$ cat config.mk
export PLATFORM = sky130hd
export DESIGN_NAME = pc_fetch_ctrl
export DESIGN_NICKNAME = d
export VERILOG_FILES = /design/src/rtl/pc_fetch_ctrl.sv
export SDC_FILE = /design/constraint.sdc
export NUM_CORES = 1
export LEC_CHECK = 0
export CELL_PAD_IN_SITES_DETAIL_PLACEMENT = 1
export CELL_PAD_IN_SITES_GLOBAL_PLACEMENT = 1
export CORE_UTILIZATION = 31
export DETAILED_ROUTE_END_ITERATION = 8
export PLACE_DENSITY = 0.92
export SKIP_CTS_REPAIR_TIMING = 1
export SLEW_MARGIN = 25
export SYNTH_ARGS = -nofsm -noshare
export SYNTH_HDL_FRONTEND = slang
export SYNTH_SLANG_ARGS = --single-unit
export TNS_END_PERCENT = 100
$ cat constraint.sdc
create_clock -name clk -period 3.45 [get_ports clk]
set_input_delay 0.69 -clock clk [delete_from_list [all_inputs] [get_ports clk]]
set_output_delay 0.69 -clock clk [all_outputs]
set_load 0.005 [all_outputs]
$ cat src/rtl/pc_fetch_ctrl.sv
// pc_fetch_ctrl: PC select, fetch handshake, redirect flush window, misalign halt/trap; PC_FETCH_STATS_EN adds branch counters
module pc_fetch_ctrl #(
  parameter int XLEN = 32,
  parameter logic [XLEN-1:0] RESET_PC = '0,
  parameter int FLUSH_SLOTS = 2
) (
  input  logic            clk,
  input  logic            rst_n,
  input  logic            ex_branch,
  input  logic            br_taken,
  input  logic [XLEN-1:0] br_target,
  input  logic            jump,
  input  logic [XLEN-1:0] jump_target,
  input  logic            stall,
  input  logic            trap,
  input  logic [XLEN-1:0] trap_vec,
  input  logic            if_ready,
`ifdef PC_FETCH_STATS_EN
  output logic [31:0]     stat_branches,
  output logic [31:0]     stat_taken,
`endif
  output logic            if_valid,
  output logic [XLEN-1:0] if_pc,
  output logic [XLEN-1:0] pc_plus4,
  output logic            flush,
  output logic            misalign
);
  typedef enum logic [1:0] {BOOT, RUN, HALT} state_t;
  localparam logic [2:0] SLOTS = 3'(FLUSH_SLOTS);
  state_t          state_q, state_d;
  logic [XLEN-1:0] pc_q, pc_d;
  logic            valid_q, valid_d;
  logic            mis_q, mis_d;
  logic [2:0]      cnt_q, cnt_d;
  logic            redir, run;
  logic [XLEN-1:0] tgt;
  assign run      = state_q == RUN;
  assign redir    = jump | (ex_branch & br_taken);
  assign tgt      = jump ? jump_target : br_target;
  assign if_valid = valid_q;
  assign if_pc    = pc_q;
  assign pc_plus4 = pc_q + XLEN'(4);
  assign flush    = |cnt_q;
  assign misalign = mis_q;
  always_comb begin
    state_d = state_q;
    pc_d    = pc_q;
    valid_d = valid_q;
    mis_d   = mis_q;
    cnt_d   = flush ? cnt_q - 3'd1 : cnt_q;
    if (state_q == BOOT) begin
      state_d = RUN;
      valid_d = 1'b1;
    end else if (trap) begin
      state_d = RUN;
      valid_d = 1'b1;
      pc_d    = trap_vec;
      mis_d   = 1'b0;
      cnt_d   = SLOTS;
    end else if (run && redir && tgt[1:0] != 2'b00) begin
      // misaligned target: freeze PC and wait for the trap controller
      state_d = HALT;
      valid_d = 1'b0;
      mis_d   = 1'b1;
    end else if (run && redir) begin
      pc_d  = tgt;
      cnt_d = SLOTS;
    end else if (run && !stall && valid_q && if_ready) begin
      pc_d = pc_q + XLEN'(4);
    end
  end
  always_ff @(posedge clk or negedge rst_n) begin
    if (!rst_n) begin
      state_q <= BOOT;
      pc_q    <= RESET_PC;
      valid_q <= 1'b0;
      mis_q   <= 1'b0;
      cnt_q   <= '0;
    end else begin
      state_q <= state_d;
      pc_q    <= pc_d;
      valid_q <= valid_d;
      mis_q   <= mis_d;
      cnt_q   <= cnt_d;
    end
  end
`ifdef PC_FETCH_STATS_EN
  logic [31:0] br_cnt_q, br_cnt_d, tk_cnt_q, tk_cnt_d;
  assign stat_branches = br_cnt_q;
  assign stat_taken    = tk_cnt_q;
  always_comb begin
    br_cnt_d = br_cnt_q + 32'(run & ex_branch);
    tk_cnt_d = tk_cnt_q + 32'(run & ex_branch & br_taken);
  end
  always_ff @(posedge clk or negedge rst_n) begin
    if (!rst_n) begin
      br_cnt_q <= '0;
      tk_cnt_q <= '0;
    end else begin
      br_cnt_q <= br_cnt_d;
      tk_cnt_q <= tk_cnt_d;
    end
  end
`endif
endmodule

# Word-level counts from Yosys, hierarchy flattened

Cells that the tools add are included.

Add/subtract/negate cells: 2
Eq/ne operators: 2
Muxes and demuxes: 18
Bitwise logic cells: 3
Reductions and logical operators: 14

Operator list:

| kind                                                | count |
|---|---|
| two-way mux 32 bit                                  | 5 |
| adder 32 x 3 -> 32 bit, second input constant       | 1 |
| two-way mux 3 bit                                   | 5 |
| two-way mux 2 bit                                   | 3 |
| nonzero test 3 bit                                  | 2 |
| logical AND 1 bit                                   | 5 |
| two-way mux 1 bit                                   | 5 |
| nonzero test 2 bit                                  | 2 |
| AND reduction 3 bit                                 | 1 |
| OR reduction 3 bit                                  | 1 |
| subtractor 3 x 1 -> 3 bit, second input constant    | 1 |
| equality test 2 x 1 -> 1 bit, second input constant | 1 |
| logical NOT 2 bit                                   | 1 |
| inequality test 2 bit, second input constant        | 1 |
| AND reduction 2 bit                                 | 1 |
| AND 1 bit                                           | 1 |
| logical NOT 1 bit                                   | 1 |
| inverter 1 bit                                      | 1 |
| bitwise OR 1 bit                                    | 1 |

Bits in registers: 39
Bits of input ports: 104
Output and inout port bits: 67

# Longest topological paths before layout

Gate-level depths: netlist of run 1.

Depth after elaboration: 8
Gate-level depth with buffers: 8
Depth with buffers taken out: 6

# Worst setup path after synthesis of run 1

OpenSTA, ideal clock, no wires.

Path type: flip-flop to output port
Start: register pc_q[2] (netlist: if_pc[2])
End: output pc_plus4[24]
Arrival: 1.678 ns
Path slack: 1.082 ns
Stages on the path, launching flop included: 7
Cells stage by stage: dfrtp_1 -> ha_1 -> nand4_1 -> or4_4 -> nor3_4 -> nand3_1 -> xnor2_1

Longest elaborated chain between the ends: 1

Ends and longest elaborated chain:

| element                | line | RTL |
|---|---|---|
| from (decl)            | 31   | `logic [XLEN-1:0] pc_q, pc_d;` |
| from (signal assigned) | 81   | `pc_q <= pc_d;` |
| adder 32 x 3 -> 32 bit | 42   | `assign pc_plus4 = pc_q + XLEN'(4);` |
| to (decl)              | 24   | `output logic [XLEN-1:0] pc_plus4,` |

Every way passes these cells.

# Worst setup path in the final report of run 1

Start: register pc_q[11] (netlist: if_pc[11])
End: output pc_plus4[24]

Same word-level chain as after synthesis.

==> impl_metrics.json, run 1 <==
{
  "outcome": "completed",
  "detail_route.first_pass.iterations": 4,
  "worst_setup_path_startpoint": "if_pc[11]",
  "yosys.area_share.xor_xnor_pct": 5.75,
  "hp-class": "input port to asynchronous set/reset pin",
  "layoutNonFillerInstCount": 719,
  "cts.path.max_buffers": 2,
  "timing_worst_slew_pin_value_ns": 0.677,
  "static-leakage-power_uw": 0.00215,
  "critPathRequiredTime_ns": 2.76,
  "fmax_mhz": 302,
  "start_util_pct": 32.0,
  "portBuffers": 170,
  "combinationalPowerShare_pct": 49.7,
  "dpl.cell_count": 711,
  "synth_largest_type_area_fraction_pct": 27.9,
  "clk_pin_slew_worst_paths_ns": 0.06,
  "endpoint_kind_of_the_worst_setup_timing_path": "primary output",
  "ys_seq_area_share_pct": 27.9,
  "synth_mux_area_share_pct": 9.57,
  "power.switching_fraction_pct": 36.5,
  "timing.critical_path.arrival_ns": 2.62,
  "post-dp-hpwl_um": 10800,
  "largest_family_of_logic_cells_by_synthesized_area": "compound AO/OA/AOI/OAI gates",
  "placementRows": 38,
  "tritoncts": "done",
  "cts_sinks": 39,
  "post_synth_and_or_nand_nor_area_fraction_pct": 23.3,
  "crit_path_max_incr_delay_ns": 0.56,
  "drt_wl_total_um": 13800,
  "die-height_um": 108,
  "placeableCoreArea_um2": 10900,
  "groute.usage.overall_pct": 23.7,
  "number_of_enable_type_register_cells_in_the_synthesized_netlist": 0,
  "post_synth_fa_ha_maj_area_fraction_pct": 1.07,
  "highest-signal-layer": "met4",
  "ys_ff_latch": 39,
  "crit_path_start_kind": "flop",
  "cts_root_cell": "sky130_fd_sc_hd__clkbuf_16",
  "ant_nets": 0,
  "synth_top_area_cell": "sky130_fd_sc_hd__dfrtp_1",
  "global_route.overflow_total": 0,
  "fp.dieArea_um2": 11700,
  "postSynth.topFlopCell": "sky130_fd_sc_hd__dfrtp_1",
  "timing.final.crit_period_ns": 3.31,
  "synth.cell_area_um2": 3500,
  "synth_async_sr_flop_share_pct": 100,
  "yosysWarningCount": 0,
  "drcViolationCount": 0,
  "synth_to_final_area_change_pct": 55.4,
  "initialDrtViolationCount": 145,
  "fraction_of_the_mapped_netlist_area_in_compound_gates_pct": 25.0,
  "critical_path_class": "flop to primary output",
  "global_route_wire_length_before_repair_um": 21600,
  "largest_cells_by_area_after_synthesis": "sky130_fd_sc_hd__dfrtp_1 28%, sky130_fd_sc_hd__mux2i_1 8.3%, sky130_fd_sc_hd__a21oi_1 5.7%",
  "reg2reg_slack_ns": 1.30,
  "final_layout_size_suffix_gt1_share_pct": 8.46,
  "detailroute.wirelength.met3_um": 898,
  "switching_power_uw": 1070,
  "hold_viol": 0,
  "fraction_of_power_consumed_by_the_clock_network_pct": 20.7,
  "max-cap-violations": 0,
  "post-route-period-util_pct": 96.1,
  "die_w_um": 108,
  "grt_antenna_before_repair": 0,
  "vias_in_the_first_global_route": 4310,
  "clock_insertion_delay_worst_skew_ns": 0.28,
  "cellPowerDensity_nw_per_um2": 537,
  "critical-path-slowest-cell": "sky130_fd_sc_hd__or4_4",
  "layout.filler_cells": 1296,
  "regToRegStartpoint": "state_q[1]",
  "reg2reg_depth": 6,
  "maxSlewHeadroom_pct": 54.9,
  "finalSetupViolCount": 0,
  "post_synth.cell_area_avg_um2": 8.28,
  "setup_total_negative_slack_ns": 0,
  "io_pins": 171,
  "final_layout_net_count": 685,
  "post_route_clock_skew_ns": 0.0104,
  "worstReg2RegEnd": "if_pc[10]",
  "peakVddDrop_v": 0.000254,
  "portion_of_total_power_attributed_to_sequential_cells_pct": 29.6,
  "antennaDiodeCount": 0,
  "crit_chain": "nand4_4 > or4_4 > nor3_4 > nand3_1 > xnor2_1 > clkdlybuf4s50_1",
  "place.gp.congestion": 0.844,
  "crit_fanout": 9,
  "finish.utilization_pct": 49.8,
  "synth_nets": 530,
  "final-max-slew-violation-count": 0,
  "route.met2.wl_um": 7130,
  "routed_wire_length_per_instance_um": 19.1,
  "cts-htree-levels": 2,
  "vias": 4029,
  "pin_count_of_the_biggest_net_entering_global_routing": 45,
  "p_int_uw": 1860,
  "number_of_buffers_created_by_cts": 5,
  "via_density": 5.60,
  "route.layer.met1.wl_um": 5500,
  "post_synth_num_cell_types": 64,
  "netlist_instances": 423
}
==> sequential cells by signal, summed over array words and instances (netlist names) <==
register and count:
cnt_q 3, state_q 2, if_valid 1, if_pc 32, misalign 1
==> critical path, delay by kind of cell (launching register included) <==
family                    cells  cell delay [ns]
xor gates and xnor gates      1             0.15
buffers and inverters         1             0.52
DFF                           1             0.54
and+or+nand+nor               4             1.13
==> worst max path at each step <==
stage                        end  slack [ns]  cells past startpoint
finish              pc_plus4[24]        0.14                      6
detailed placement  pc_plus4[24]        0.42                      7
global route        pc_plus4[24]       -0.01                      6
CTS                 pc_plus4[24]        0.11                      7
floorplan           pc_plus4[24]        1.08                      6
global placement    pc_plus4[24]        0.49                      7
==> routing by layer <==
metal | GRT usage (%) | vias up
li1 | - | 1887
met1 | 27.3 | 1962
met2 | 43.8 | 161
met3 | 4.04 | 19
met4 | 8.49 | 0
met5 | 0 | -
==> kinds of logic (layout without fill, tap and decap cells) <==
kind of cell	count (synthesis)	in the layout
compound gates	132	132
buf+inv	44	200
simple gates	149	149
xor+xnor	23	23
mux	33	33
fa+ha+maj	3	3
flops	39	39
==> cells in the mapped netlist (8+ instances only) <==
cell                        n
sky130_fd_sc_hd__inv_1     10
sky130_fd_sc_hd__buf_4      9
sky130_fd_sc_hd__xor2_1     8
sky130_fd_sc_hd__xnor2_1   15
sky130_fd_sc_hd__mux2i_1   29
sky130_fd_sc_hd__o31ai_1   10
sky130_fd_sc_hd__dfrtp_1   39
sky130_fd_sc_hd__nor2_1    31
sky130_fd_sc_hd__nand3_1   12
sky130_fd_sc_hd__nand2_1   51
sky130_fd_sc_hd__clkbuf_1  12
sky130_fd_sc_hd__o21ai_0   16
sky130_fd_sc_hd__a31oi_1   10
sky130_fd_sc_hd__a21oi_1   40
==> power groups by stage <==
stage	combinational (µW)	clock, µW	sequential, µW
CTS	1470	612	861
detailed placement	1460	0	867
floorplan	720	0	772
global route	1580	629	897
finish	1450	605	865
global placement	1410	0	846
==> layout by cell type, fill, tap and decap left out, types with 3 or more instances in the layout <==
cell type                         netlist  layout
sky130_fd_sc_hd__a211o_1                4       4
sky130_fd_sc_hd__a21oi_1               40      40
sky130_fd_sc_hd__a221oi_1               3       3
sky130_fd_sc_hd__a31oi_1               10      10
sky130_fd_sc_hd__and3_1                 4       4
sky130_fd_sc_hd__and4_1                 6       6
sky130_fd_sc_hd__buf_4                  9      12
sky130_fd_sc_hd__clkbuf_16              0       5
sky130_fd_sc_hd__clkdlybuf4s50_1        0     167
sky130_fd_sc_hd__dfrtp_1               39      36
sky130_fd_sc_hd__dfrtp_2                0       3
sky130_fd_sc_hd__ha_1                   3       3
sky130_fd_sc_hd__inv_1                 10      10
sky130_fd_sc_hd__mux2_2                 4       4
sky130_fd_sc_hd__mux2i_1               29      29
sky130_fd_sc_hd__nand2_1               51      51
sky130_fd_sc_hd__nand3_1               12      12
sky130_fd_sc_hd__nand4_1                7       7
sky130_fd_sc_hd__nand4_2                3       3
sky130_fd_sc_hd__nor2_1                31      30
sky130_fd_sc_hd__nor2b_1                4       4
sky130_fd_sc_hd__nor3_1                 6       5
sky130_fd_sc_hd__nor4_1                 5       5
sky130_fd_sc_hd__o211ai_1               7       7
sky130_fd_sc_hd__o21ai_0               16      16
sky130_fd_sc_hd__o21ai_1                3       3
sky130_fd_sc_hd__o22a_1                 5       5
sky130_fd_sc_hd__o22ai_1                7       7
sky130_fd_sc_hd__o2bb2ai_1              3       3
sky130_fd_sc_hd__o31a_1                 4       4
sky130_fd_sc_hd__o31ai_1               10      10
sky130_fd_sc_hd__or2_2                  5       5
sky130_fd_sc_hd__xnor2_1               15      15
sky130_fd_sc_hd__xor2_1                 8       8
==> through the flow <==
stage	hold slack (ns)	power, µW	instance area (µm²)	setup slack, ns
2_1_floorplan	0.394	1490	3500	1.08
3_3_place_gp	0.468	2260	5240	0.486
3_5_place_dp	0.494	2330	5240	0.423
4_1_cts	0.510	2940	5430	0.113
5_1_grt	0.439	3100	5440	-0.0133
6_report	0.391	2920	5440	0.136
==> layout make-up <==
class                   count  area [µm²]  share of cell area [%]
multi-input cells         340        2270                    41.7
repair buffers            182        1790                    32.9
flip-flops and latches     39         980                    18.0
well taps                 140         175                    3.22
clock buffers               6         129                    2.37
clock inverters             2        60.1                    1.10
inverters                  10        37.5                   0.689
(Power assumes the default switching activity.)
==> inputs of run 2 (changes only) <==
--- a/config.mk
+++ b/config.mk
@@ -5,8 +5,10 @@
 export SDC_FILE = /design/constraint.sdc
 export NUM_CORES = 1
 export LEC_CHECK = 0
+export CAP_MARGIN = 20
 export CELL_PAD_IN_SITES_DETAIL_PLACEMENT = 1
 export CELL_PAD_IN_SITES_GLOBAL_PLACEMENT = 1
+export CORE_MARGIN = 8
 export CORE_UTILIZATION = 31
 export DETAILED_ROUTE_END_ITERATION = 8
 export PLACE_DENSITY = 0.92
==> impl_metrics.json, run 2 (same netlist as run 1, synthesis figures left out) <==
{
  "p_int_uw": 1820,
  "route.layer.met1.wl_um": 6380,
  "portion_of_total_power_attributed_to_sequential_cells_pct": 29.5,
  "stdcell_area_um2": 5470,
  "post-dp-hpwl_um": 11900,
  "drcViolationCount": 0,
  "setup_total_negative_slack_ns": 0,
  "start_util_pct": 31.2,
  "vias_in_the_first_global_route": 4390,
  "crit_chain": "nand4_2 > nor4_4 > nand3_1 > xnor2_1 > clkdlybuf4s50_1",
  "detailroute.wirelength.met3_um": 1390,
  "placeableCoreArea_um2": 11200,
  "initialDrtViolationCount": 221,
  "highest-signal-layer": "met4",
  "cellPowerDensity_nw_per_um2": 536,
  "static-leakage-power_uw": 0.00217,
  "post-route-period-util_pct": 94.6,
  "cts.path.max_buffers": 2,
  "hold_viol": 0,
  "largest_register_ffs": 32,
  "place.gp.congestion": 0.879,
  "groute.usage.overall_pct": 20.2,
  "max-cap-violations": 0,
  "crit_path_max_incr_delay_ns": 0.58,
  "finalSetupViolCount": 0,
  "drt_wl_total_um": 15400,
  "reg2reg_depth": 6,
  "via_density": 5.53,
  "placement.setup.worst_slack_ns": 0.358,
  "fp.dieArea_um2": 15000,
  "outcome": "completed",
  "worst_slack_on_hold_paths_ns": 0.395,
  "io_pins": 171,
  "critical_path_class": "flop to primary output",
  "fmax_mhz": 306,
  "combinationalPowerShare_pct": 51.3,
  "switching_power_uw": 1120,
  "number_of_buffers_created_by_cts": 5,
  "ant_nets": 0,
  "pin_count_of_the_biggest_net_entering_global_routing": 40,
  "antennaDiodeCount": 0,
  "final_layout_net_count": 689,
  "critical-path-slowest-cell": "sky130_fd_sc_hd__nor4_4",
  "timing.final.crit_period_ns": 3.26,
  "cts_sinks": 39,
  "portBuffers": 170,
  "layout.cells.most_common": "sky130_fd_sc_hd__clkdlybuf4s50_1",
  "detail_route.first_pass.iterations": 4,
  "vias": 4016,
  "routed_wire_length_per_instance_um": 21.3,
  "cts-htree-levels": 2,
  "reg2reg_slack_ns": 1.26,
  "post_route_clock_skew_ns": 0.00712,
  "global_route.overflow_total": 0,
  "layoutNonFillerInstCount": 726,
  "crit_fanout": 9,
  "grt_setup_unrepaired": "no",
  "dpl.cell_count": 714,
  "grt_antenna_before_repair": 0,
  "power.switching_fraction_pct": 38.0,
  "critPathRequiredTime_ns": 2.76,
  "peakVddDrop_v": 0.000281,
  "final_layout_size_suffix_gt1_share_pct": 10.3,
  "die_w_um": 122,
  "route.met2.wl_um": 7320,
  "cts_root_cell": "sky130_fd_sc_hd__clkbuf_16",
  "hp-class": "input port to asynchronous set/reset pin",
  "crit_path_start_kind": "flop",
  "highest_count_cells_in_the_layout_ignoring_fill_and_taps": "166 x sky130_fd_sc_hd__clkdlybuf4s50_1, 51 x sky130_fd_sc_hd__nand2_1, 40 x sky130_fd_sc_hd__a21oi_1",
  "maxSlewHeadroom_pct": 63.0,
  "synth_to_final_area_change_pct": 56.1,
  "placementRows": 39,
  "global_route_wire_length_before_repair_um": 24100,
  "die-height_um": 122,
  "timing_worst_slew_pin_value_ns": 0.555,
  "final-max-slew-violation-count": 0,
  "clock_insertion_delay_worst_skew_ns": 0.29,
  "timing.critical_path.arrival_ns": 2.57,
  "clk_pin_slew_worst_paths_ns": 0.06,
  "fraction_of_power_consumed_by_the_clock_network_pct": 19.2,
  "tritoncts": "done",
  "post_dp_cell_area_um2": 5250,
  "endpoint_kind_of_the_worst_setup_timing_path": "primary output",
  "postLayoutSetupSlackWorst_ns": 0.185
}
run 2: worst max-delay path: cells and delay by family (launching register included):
kind / cells / cell delay, ns
flip-flops: 1 / 0.51
buffers and inverters: 1 / 0.55
XOR/XNOR: 1 / 0.20
AND/OR/NAND/NOR: 3 / 1.04
run 2: metrics by stage:
stage          total power, µW  util [%]
2_1_floorplan             1490         -
3_3_place_gp              2290      46.8
3_5_place_dp              2360      46.8
4_1_cts                   2930      48.3
5_1_grt                   3120      48.7
6_report                  2930      48.7
run 2: cell type report:
type / count / area (µm²)
multi-input combinational: 340 / 2270
sequential: 39 / 987
fill: 1339 / 5750
inverter: 10 / 37.5
tap: 143 / 179
clock buffer: 6 / 139
clock inverter: 2 / 35.0
timing repair buffer: 186 / 1820
run 2: final timing paths:
path,startpoint,endpoint
worst max-delay path,if_pc[4],pc_plus4[27]
worst min-delay path,rst_n,if_pc[18]
worst max register to register,state_q[1],if_pc[2]
worst min register to register,cnt_q[1],cnt_q[1]
max in group asynchronous,rst_n,if_pc[6]
min in group clk,cnt_q[1],cnt_q[1]
run 2: power groups by stage:
stage / combinational, µW / clock [µW] / sequential [µW]
after floorplan: 720 / 0 / 772
after global placement: 1450 / 0 / 845
after detailed placement: 1490 / 0 / 868
after CTS: 1500 / 571 / 861
after global routing: 1640 / 588 / 896
final: 1510 / 563 / 865
run 2: per-layer routing:
metal | vias to the layer above | track usage [%]
met2 | 160 | 34.4
met3 | 19 | 5.38
met5 | - | 0
met1 | 1945 | 24.7
li1 | 1892 | -
met4 | 0 | 5.56
